--- src/rtl/wb_timer_slave.sv ---
// +--------------------------------------------------------------------------+
// | wb_timer_slave: Wishbone classic slave, 32-bit prescaled timer with      |
// | compare match, auto-reload and level interrupt.            Rev 1.0       |
// +--------------------------------------------------------------------------+
`default_nettype none

module wb_timer_slave #(
  parameter int PRESCALE_WIDTH = 16
) (
  input  logic        clk,
  input  logic        rst_n,
  input  logic        i_wb_cyc,
  input  logic        i_wb_stb,
  input  logic        i_wb_we,
  input  logic [3:0]  i_wb_sel,
  input  logic [31:0] i_wb_adr,
  input  logic [31:0] i_wb_dat,
  output logic [31:0] o_wb_dat,
  output logic        o_wb_ack,
  output logic        o_irq
);

  localparam logic [2:0] c_ADR_CTRL     = 3'd0;
  localparam logic [2:0] c_ADR_PRESCALE = 3'd1;
  localparam logic [2:0] c_ADR_COUNT    = 3'd2;
  localparam logic [2:0] c_ADR_COMPARE  = 3'd3;
  localparam logic [2:0] c_ADR_STATUS   = 3'd4;

  logic [2:0]                r_ctrl;
  logic [PRESCALE_WIDTH-1:0] r_prescale;
  logic [PRESCALE_WIDTH-1:0] r_pcnt;
  logic [31:0]               r_count;
  logic [31:0]               r_compare;
  logic                      r_match;
  logic                      r_ack;
  logic [31:0]               r_rdat;

  logic        w_req;
  logic        w_wr;
  logic        w_rd;
  logic [2:0]  w_word;
  logic        w_tick;
  logic        w_hit;
  logic        w_clr;
  logic [31:0] w_ctrl_m;
  logic [31:0] w_pre_m;
  logic [31:0] w_cnt_m;
  logic [31:0] w_cmp_m;
  logic [31:0] w_rdat;
  logic        w_unused_bits;

  function automatic logic [31:0] f_merge(input logic [31:0] old_v,
                                          input logic [31:0] new_v,
                                          input logic [3:0]  sel);
    f_merge = old_v;
    for (int i = 0; i < 4; i++) begin
      if (sel[i]) f_merge[8*i +: 8] = new_v[8*i +: 8];
    end
  endfunction

  // The ack gate makes a held strobe complete every other cycle.
  assign w_req  = i_wb_cyc && i_wb_stb && !r_ack;
  assign w_wr   = w_req && i_wb_we;
  assign w_rd   = w_req && !i_wb_we;
  assign w_word = i_wb_adr[4:2];

  assign w_tick = r_ctrl[0] && (r_pcnt == r_prescale);
  assign w_hit  = (r_count == r_compare);
  assign w_clr  = w_wr && (w_word == c_ADR_STATUS) && i_wb_sel[0] && i_wb_dat[0];

  assign w_ctrl_m = f_merge({29'd0, r_ctrl}, i_wb_dat, i_wb_sel);
  assign w_pre_m  = f_merge(32'(r_prescale), i_wb_dat, i_wb_sel);
  assign w_cnt_m  = f_merge(r_count, i_wb_dat, i_wb_sel);
  assign w_cmp_m  = f_merge(r_compare, i_wb_dat, i_wb_sel);

  assign w_unused_bits = ^{i_wb_adr[31:5], i_wb_adr[1:0], w_ctrl_m, w_pre_m};

  always_comb begin
    w_rdat = 32'd0;
    case (w_word)
      c_ADR_CTRL:     w_rdat = {29'd0, r_ctrl};
      c_ADR_PRESCALE: w_rdat = 32'(r_prescale);
      c_ADR_COUNT:    w_rdat = r_count;
      c_ADR_COMPARE:  w_rdat = r_compare;
      c_ADR_STATUS:   w_rdat = {31'd0, r_match};
      default:        w_rdat = 32'd0;
    endcase
  end

  always_ff @(posedge clk or negedge rst_n) begin
    if (!rst_n) begin
      r_ctrl     <= 3'd0;
      r_prescale <= '0;
      r_pcnt     <= '0;
      r_count    <= 32'd0;
      r_compare  <= 32'hFFFF_FFFF;
      r_match    <= 1'b0;
      r_ack      <= 1'b0;
      r_rdat     <= 32'd0;
    end else begin
      r_ack  <= w_req;
      r_rdat <= w_rd ? w_rdat : 32'd0;

      if (w_wr && (w_word == c_ADR_CTRL)) r_ctrl <= w_ctrl_m[2:0];
      if (w_wr && (w_word == c_ADR_PRESCALE)) r_prescale <= w_pre_m[PRESCALE_WIDTH-1:0];
      if (w_wr && (w_word == c_ADR_COMPARE)) r_compare <= w_cmp_m;

      if (w_wr && (w_word == c_ADR_PRESCALE)) begin
        r_pcnt <= '0;
      end else if (w_tick || !r_ctrl[0]) begin
        r_pcnt <= '0;
      end else begin
        r_pcnt <= r_pcnt + 1'b1;
      end

      // A bus write to COUNT overrides any increment from a coincident tick.
      if (w_wr && (w_word == c_ADR_COUNT)) begin
        r_count <= w_cnt_m;
      end else if (w_tick) begin
        r_count <= (w_hit && r_ctrl[1]) ? 32'd0 : r_count + 32'd1;
      end

      if (w_tick && w_hit) begin
        r_match <= 1'b1;
      end else if (w_clr) begin
        r_match <= 1'b0;
      end
    end
  end

  assign o_wb_ack = r_ack;
  assign o_wb_dat = r_rdat;
  assign o_irq    = r_match && r_ctrl[2];

endmodule

`default_nettype wire

--- config.mk ---
export PLATFORM = sky130hd
export DESIGN_NAME = wb_timer_slave
export DESIGN_NICKNAME = d
export VERILOG_FILES = /design/src/rtl/wb_timer_slave.sv
export SDC_FILE = /design/constraint.sdc
export NUM_CORES = 1
export LEC_CHECK = 0
export CORE_ASPECT_RATIO = 0.5
export CORE_MARGIN = 1
export CORE_UTILIZATION = 46
export CTS_CLUSTER_DIAMETER = 80
export DETAILED_ROUTE_END_ITERATION = 12
export DONT_BUFFER_PORTS = 1
export GPL_TIMING_DRIVEN = 0
export PLACE_DENSITY = 0.57
export SLEW_MARGIN = 20
export SYNTH_ARGS = -nofsm -noshare
export SYNTH_HDL_FRONTEND = slang
export SYNTH_SLANG_ARGS = --single-unit
--- constraint.sdc ---
create_clock -name clk -period 2.3 [get_ports clk]
set_input_delay 0.23 -clock clk [delete_from_list [all_inputs] [get_ports clk]]
set_output_delay 0.23 -clock clk [all_outputs]
set_load 0.01 [all_outputs]
==> summary.md, run 1 <==
| Metric | Value |
|---|---|
| Status | `finished with violations` |
| Violated checks | `negative hold slack` |
| Number of antenna violations at the first check in global routing | `1` |
| Hold Vio Cnt, Final | `133` |
| Launching element type of the critical path | `flip-flop` |
| Top flip-flop cell by instance count after synthesis | `sky130_fd_sc_hd__dfrtp_1` |
| Largest buffer count on any clock path | `2` |
| Core utilization of the finished layout | `59.09%` |
| Required @ worst endpoint | `2630 ps` |
| Count of flip-flops with a built-in enable after synthesis | `0` |
| Fraction of synthesized cell area taken by the top area cell type | `35.39%` |
| Average footprint of a synthesized cell | `10.28 µm²` |
| Synth unique cells | `53` |
| Count of antenna-violating nets left after detailed routing | `0` |
| Post-detailed-route via-to-cell ratio | `6.029` |
| Placed standard-cell area | `7390 µm²` |
| Data arrival time of the critical path | `2620 ps` |
| Chip width | `178.2 µm` |
| Yosys warnings | `0` |
| Effective utilization at floorplan | `48.20%` |
| Most frequent cells after synthesis | `101 x sky130_fd_sc_hd__dfrtp_1, 68 x sky130_fd_sc_hd__nor2_1, 65 x sky130_fd_sc_hd__mux2_2` |
| Max Clock Freq | `436.8 MHz` |
| Count of maximum capacitance violations | `0` |
| Clock tree from TritonCTS | `built` |
| Part of the Yosys area used for sequential elements | `47.16%` |
| Post-route non-filler standard cell count | `967` |
| Worst skew pair latency | `420 ps` |
| Post-synthesis cell area | `7142 µm²` |
| Share of cells above drive strength 1 | `28.52%` |
| Routed WL | `21530 µm` |
| Synth Area in XOR/XNOR | `7.603%` |
| Gate count after technology mapping | `695` |
| Final layout net count | `830` |
| Top-count cell post-synth | `sky130_fd_sc_hd__dfrtp_1` |
| FP Rows | `31` |
| Number of global-route vias before repair | `5652` |
| Worst-case setup margin in the final layout | `10.84 ps` |
| Complex-gate fraction of the synthesized area | `13.00%` |
| Number of levels in the clock H-tree | `4` |
| Path type of the worst min-delay path | `in -> async` |
| Pre-CTS setup slack | `-658.3 ps` |
| HPWL after detailed placement | `14640 µm` |
| Slew Viols, Final | `0` |
| First DRT Iteration DRCs | `519` |
| Sum of negative setup slack | `0 ps` |
| Number of DRC violations after detailed routing | `0` |
| Inserted Clock Buffers | `17` |
| Synthesized-area fraction occupied by adder cells | `0.3504%` |
| Count of vias placed by the detailed router | `5830` |
| Main combinational cell family by area after synthesis | `simple AND/OR/NAND/NOR gates` |
| Maximum fanout along the worst path | `10` |
| Core Region | `14820 µm²` |
| Height of the die | `90.11 µm` |
| Final number of setup-violating endpoints | `0` |
| Max-Slew Margin vs Limit | `50.41%` |
| Leak pwr | `3.558 nW` |
| Number of top-level pins | `107` |
| Layout-stage area growth over the synthesis result | `22.60%` |
| Min Hold Slack | `-497.5 ps` |
| Wire length per cell after detailed routing | `22.27 µm` |
| Post-route cell area | `8756 µm²` |
| Clock-pin slew reported for the worst setup and hold paths after clock tree synthesis | `60 ps` |
| Post-Route Skew | `10.94 ps` |
| Post-synthesis cell type with the largest combined area | `sky130_fd_sc_hd__dfrtp_1` |
| Synthesized netlist net count | `770` |
| Number of iterations in the first detailed-routing pass | `5` |
| Critical Path End Type | `flip-flop` |
| Global route total overflow | `0` |
| Routability Congestion | `0.8963` |
| Fin crit share | `99.53%` |
| Unrepaired setup endpoints after global routing | `yes` |
| Ratio of total power to cell area | `814.8 nW/µm²` |
| GRT Overall Usage | `28.47%` |
| Final Power | `7.135 mW` |
| Global-route wire length before repair | `33740 µm` |
| Flip-flop and latch count after synthesis | `133` |
| Pin slew with the least headroom to its limit | `743.8 ps` |
| Largest net degree at the start of global routing | `134` |
| Mux share of post-synthesis cell area | `10.88%` |
| Share of async-settable or async-resettable flops after synthesis | `100.0%` |
| Number of buffer cells added on primary ports | `0` |
| Peak supply drop | `0.0005985 V` |
| Cell at the root of the clock tree | `sky130_fd_sc_hd__clkbuf_16` |
| Start-to-end type of the worst setup path | `reg -> reg` |
| Minimum clock period | `2289 ps` |
| Simple-gate portion of the synthesized area | `17.90%` |
| Cell total after placement | `893` |
| Cell types occupying the most area after synthesis | `sky130_fd_sc_hd__dfrtp_1 35%, sky130_fd_sc_hd__dfstp_2 12%, sky130_fd_sc_hd__mux2_2 10%, sky130_fd_sc_hd__xnor2_1 6.6%, sky130_fd_sc_hd__a22oi_1 4.4%` |
| Count of clock tree sinks | `133` |
| Die area | `16060 µm²` |
| Cts-stage hold buffer count | `34` |
==> cells by family (layout without fill, tap and decap cells) <==
logic type	count (synthesis)	count (layout)
other cells	0	1
mux	67	67
flops	133	133
simple gates	247	247
xor+xnor	62	62
buf+inv	53	126
compound gates	131	131
fa+ha+maj	2	2
==> critical path: stages (launching register included) <==
cell	delay (ps)
sky130_fd_sc_hd__dfrtp_1	420
sky130_fd_sc_hd__and4b_4	240
sky130_fd_sc_hd__buf_6	140
sky130_fd_sc_hd__and2_4	170
sky130_fd_sc_hd__nor4b_4	240
sky130_fd_sc_hd__or3b_4	490
sky130_fd_sc_hd__or3_1	330
sky130_fd_sc_hd__o211ai_1	150
==> where the power goes <==
group | internal (mW) | switching, mW | total [mW] | leakage, nW
Sequential | 2.57 | 0.235 | 2.80 | 1.56
Combinational | 0.680 | 0.722 | 1.40 | 1.69
Clock | 1.87 | 1.07 | 2.93 | 0.305
Total | 5.11 | 2.02 | 7.13 | 3.56
==> path summary, 6_finish.rpt <==
| kind | cells past startpoint | slack, ps | startpoint | to |
|---|---|---|---|---|
| max in group asynchronous | 0 | 2450 | rst_n | r_compare[5] |
| worst max register to register | 7 | 10 | o_wb_ack | r_count[20] |
| min in group clk | 3 | 20 | i_wb_dat[0] | r_match |
| worst min-delay path | 0 | -500 | rst_n | o_wb_dat[18] |
| worst max-delay path | 7 | 10 | o_wb_ack | r_count[20] |
| worst min register to register | 2 | 510 | r_compare[5] | r_compare[5] |
==> sequential cells by signal (all words and copies together), names as in the netlist <==
register    count
r_compare      32
r_pcnt         16
r_match         1
o_wb_ack        1
r_ctrl          3
r_prescale     16
o_wb_dat       32
r_count        32
==> routing by layer <==
layer / part of all wire [%] / vias to the layer above / global-route usage, %
met5: 0 / - / 0
met4: 1.7 / 0 / 9.393
met3: 8.2 / 29 / 8.376
met2: 41 / 234 / 37.29
met1: 49 / 2898 / 43.73
li1: - / 2669 / -
==> area by class of cell <==
| cell class | instances | area [µm²] |
|---|---|---|
| fill | 1289 | 6061 |
| multi-input combinational | 509 | 3815 |
| sequential | 133 | 3381 |
| timing repair buffer | 50 | 464.2 |
| clock buffer | 19 | 452.9 |
| tap | 198 | 247.7 |
| clock inverter | 13 | 180.2 |
| buffer | 35 | 178.9 |
| inverter | 9 | 33.78 |
| antenna | 1 | 2.502 |
==> layout by cell type, fill, tap and decap left out, drive strengths merged, types with 4 or more instances in the layout <==
| cell | Yosys | routed |
|---|---|---|
| nand4 | 27 | 27 |
| inv | 9 | 9 |
| clkbuf | 34 | 42 |
| or3 | 6 | 6 |
| buf | 10 | 28 |
| dfrtp | 101 | 101 |
| a221o | 4 | 4 |
| mux2 | 65 | 65 |
| nand2 | 44 | 44 |
| o211ai | 10 | 10 |
| o31ai | 15 | 15 |
| and3 | 21 | 21 |
| nand3 | 32 | 32 |
| nor2b | 4 | 4 |
| clkinv | 0 | 6 |
| dfstp | 32 | 32 |
| a22oi | 42 | 42 |
| xor2 | 8 | 8 |
| bufinv | 0 | 4 |
| nor2 | 68 | 68 |
| nor3 | 8 | 8 |
| a31oi | 11 | 11 |
| a21oi | 9 | 9 |
| and2 | 17 | 17 |
| o21ai | 18 | 18 |
| xnor2 | 54 | 54 |
| dlygate4sd3 | 0 | 34 |
| o22ai | 4 | 4 |
==> timing repair <==
action | in CTS | in global routing
gates cloned | 0 | 0
buffers inserted | 8 | 8
hold endpoints to repair | 190 | 133
gates resized for setup | 25 | 55
pin swaps | 8 | 13
setup endpoints to repair | 42 | 57
(Power assumes the default switching activity.)
==> run 2, diff against run 1 <==
--- a/config.mk
+++ b/config.mk
@@ -6,13 +6,13 @@
 export NUM_CORES = 1
 export LEC_CHECK = 0
 export CORE_ASPECT_RATIO = 0.5
-export CORE_MARGIN = 1
-export CORE_UTILIZATION = 46
+export CORE_MARGIN = 4
+export CORE_UTILIZATION = 60
 export CTS_CLUSTER_DIAMETER = 80
 export DETAILED_ROUTE_END_ITERATION = 12
 export DONT_BUFFER_PORTS = 1
 export GPL_TIMING_DRIVEN = 0
-export PLACE_DENSITY = 0.57
+export PLACE_DENSITY = 0.72
 export SLEW_MARGIN = 20
 export SYNTH_ARGS = -nofsm -noshare
 export SYNTH_HDL_FRONTEND = slang
==> run 2 against run 1 <==
The flow still finishes with violations (negative hold slack). Core utilization rose by 17 points. Global-route usage rose by 2.9 points. Critical path depth rose by 1. Count of clock-buffer cells in the layout did not move. Die area fell by 14%. Clock power barely moved. Combinational power fell by 4%.
==> summary.md, run 2 (synthesis results as in run 1) <==
| Metric | Value |
|---|---|
| Clock tree from TritonCTS | `built` |
| Sequential Power Share | `39.7%` |
| Start-to-end type of the worst setup path | `reg -> reg` |
| Most frequent cells in the layout | `90 x sky130_fd_sc_hd__dfrtp_1, 66 x sky130_fd_sc_hd__nor2_1, 65 x sky130_fd_sc_hd__mux2_2, 42 x sky130_fd_sc_hd__nand2_1, 41 x sky130_fd_sc_hd__xnor2_1` |
| GRT Overall Usage | `31.39%` |
| Critical Path End Type | `flip-flop` |
| Path type of the worst min-delay path | `in -> async` |
| Final Power | `7.051 mW` |
| Number of global-route vias before repair | `5885` |
| Unrepaired setup endpoints after global routing | `yes` |
| FP Rows | `27` |
| First DRT Iteration DRCs | `776` |
| Core Region | `11320 µm²` |
| Switching fraction of total power | `28.48%` |
| Core utilization of the finished layout | `76.41%` |
| Minimum clock period | `2273 ps` |
| Required @ worst endpoint | `2580 ps` |
| Global route total overflow | `0` |
| Slew Viols, Final | `0` |
| Ordered cell list for the critical path | `xnor2_2 -> nand4_1 -> nor2_2 -> nand4_1 -> buf_4 -> buf_4 -> a32oi_2 -> o211ai_1` |
| Number of antenna violations at the first check in global routing | `1` |
| Largest stage delay on the critical path | `470 ps` |
| Number of iterations in the first detailed-routing pass | `5` |
| Final layout net count | `832` |
| Launching element type of the critical path | `flip-flop` |
| Count of antenna diodes in the layout | `0` |
| Leak pwr | `3.545 nW` |
| Detail Route met3 WL | `2186 µm` |
| Peak supply drop | `0.0005568 V` |
| Final number of setup-violating endpoints | `0` |
| Fin crit share | `98.83%` |
| Ratio of total power to cell area | `815.4 nW/µm²` |
| Register-to-Register Setup Slack | `30 ps` |
| Violated checks | `negative hold slack` |
| Count of antenna-violating nets left after detailed routing | `0` |
| Number of buffer cells added on primary ports | `0` |
| Maximum fanout along the worst path | `10` |
| Inserted Clock Buffers | `17` |
| Worst skew pair latency | `420 ps` |
| Largest net degree at the start of global routing | `134` |
| Die area | `13820 µm²` |
| HPWL after detailed placement | `14080 µm` |
| Count of maximum capacitance violations | `0` |
| Pin slew with the least headroom to its limit | `666.2 ps` |
| Cell at the root of the clock tree | `sky130_fd_sc_hd__clkbuf_16` |
| Global-route wire length before repair | `33340 µm` |
| Commonest non-fill, non-tap cell in the layout | `sky130_fd_sc_hd__dfrtp_1` |
| Data arrival time of the critical path | `2550 ps` |
| Wire length on met2 | `9472 µm` |
| Cts-stage hold buffer count | `34` |
| Number of top-level pins | `107` |
| Effective utilization at floorplan | `63.11%` |
| Height of the die | `85.15 µm` |
| Max-Slew Margin vs Limit | `55.59%` |
| Clock-pin slew reported for the worst setup and hold paths after clock tree synthesis | `60 ps` |
| Combinational power share | `19.2%` |
| Count of vias placed by the detailed router | `6160` |
| Largest buffer count on any clock path | `2` |
| Switching component of the power | `2.008 mW` |
| Share of cells above drive strength 1 | `27.83%` |
| Post-Route Skew | `8.203 ps` |
| Max stage delay cell, worst path | `sky130_fd_sc_hd__dfrtp_1` |
| Hold Vio Cnt, Final | `133` |
| Clk network pwr share | `41.1%` |
| Number of levels in the clock H-tree | `4` |
| Number of DRC violations after detailed routing | `0` |
| Count of clock tree sinks | `133` |
| Max Clock Freq | `439.9 MHz` |
| Layout-stage area growth over the synthesis result | `21.08%` |
| DRT met1 WL | `9426 µm` |
| Routability Congestion | `0.9370` |
| Cell Int Power | `5.043 mW` |
| Min Hold Slack | `-493.8 ps` |
| Routed WL | `21530 µm` |
| Highest routed layer | `met5` |
| Wire length per cell after detailed routing | `23.20 µm` |
| Post-detailed-route via-to-cell ratio | `6.638` |
| Chip width | `162.3 µm` |
| Status | `finished with violations` |
[run 2: worst paths after layout]
check	startpoint	to	cells past startpoint
max	r_count[30]	r_count[22]	8
min	rst_n	o_wb_dat[27]	0
max reg2reg	r_count[30]	r_count[22]	8
min reg2reg	r_pcnt[0]	r_pcnt[0]	1
max in group asynchronous	rst_n	r_compare[1]	0
min in group clk	i_wb_dat[24]	r_count[24]	2
[run 2: routing by layer]
layer	global-route usage, %	vias up
li1	-	2675
met1	47.35	3085
met2	46.39	353
met3	6.841	45
met4	7.598	2
met5	0	-
[run 2: worst max-delay path: cells and delay by family, from the launching register on]
family	cells	cell delay (ps)
simple gates	3	590
compound gates	2	340
xor+xnor	1	350
buf+inv	2	380
flops	1	470
[run 2: cell type report]
class / instances / area [µm²]
fill: 773 / 2670
tap: 159 / 198.9
timing repair buffer: 52 / 479.2
sequential: 133 / 3382
buffer: 35 / 168.9
clock inverter: 12 / 177.7
inverter: 9 / 33.78
clock buffer: 19 / 442.9
multi-input combinational: 509 / 3764
[run 2: through the flow]
step	cell area (µm²)	setup TNS (ps)	instances	setup WS [ps]	hold WS, ps
2_1_floorplan	7142	0	695	127.8	-65.59
3_3_place_gp	7341	-16760	854	-606.0	-62.76
3_5_place_dp	7341	-17850	854	-630.6	-62.70
4_1_cts	8456	0	926	2.168	-499.0
5_1_grt	8647	-113.8	928	-48.91	-507.3
6_report	8647	0	928	26.97	-493.8
[run 2: power by group through the flow]
| stage | logic, mW | registers, mW | clock network, mW |
|---|---|---|---|
| 6_report | 1.35 | 2.80 | 2.90 |
| 5_1_grt | 1.46 | 2.82 | 3.04 |
| 4_1_cts | 1.25 | 2.77 | 2.92 |
| 3_5_place_dp | 1.14 | 2.80 | 0 |
| 3_3_place_gp | 1.12 | 2.79 | 0 |
| 2_1_floorplan | 0.899 | 2.74 | 0 |
[run 2: timing repair]
item | CTS | global route
endpoints found under the setup margin | 42 | 53
endpoints found under the hold margin | 189 | 133
setup buffers | 12 | 6
pin swaps | 7 | 9
resized for setup | 23 | 43
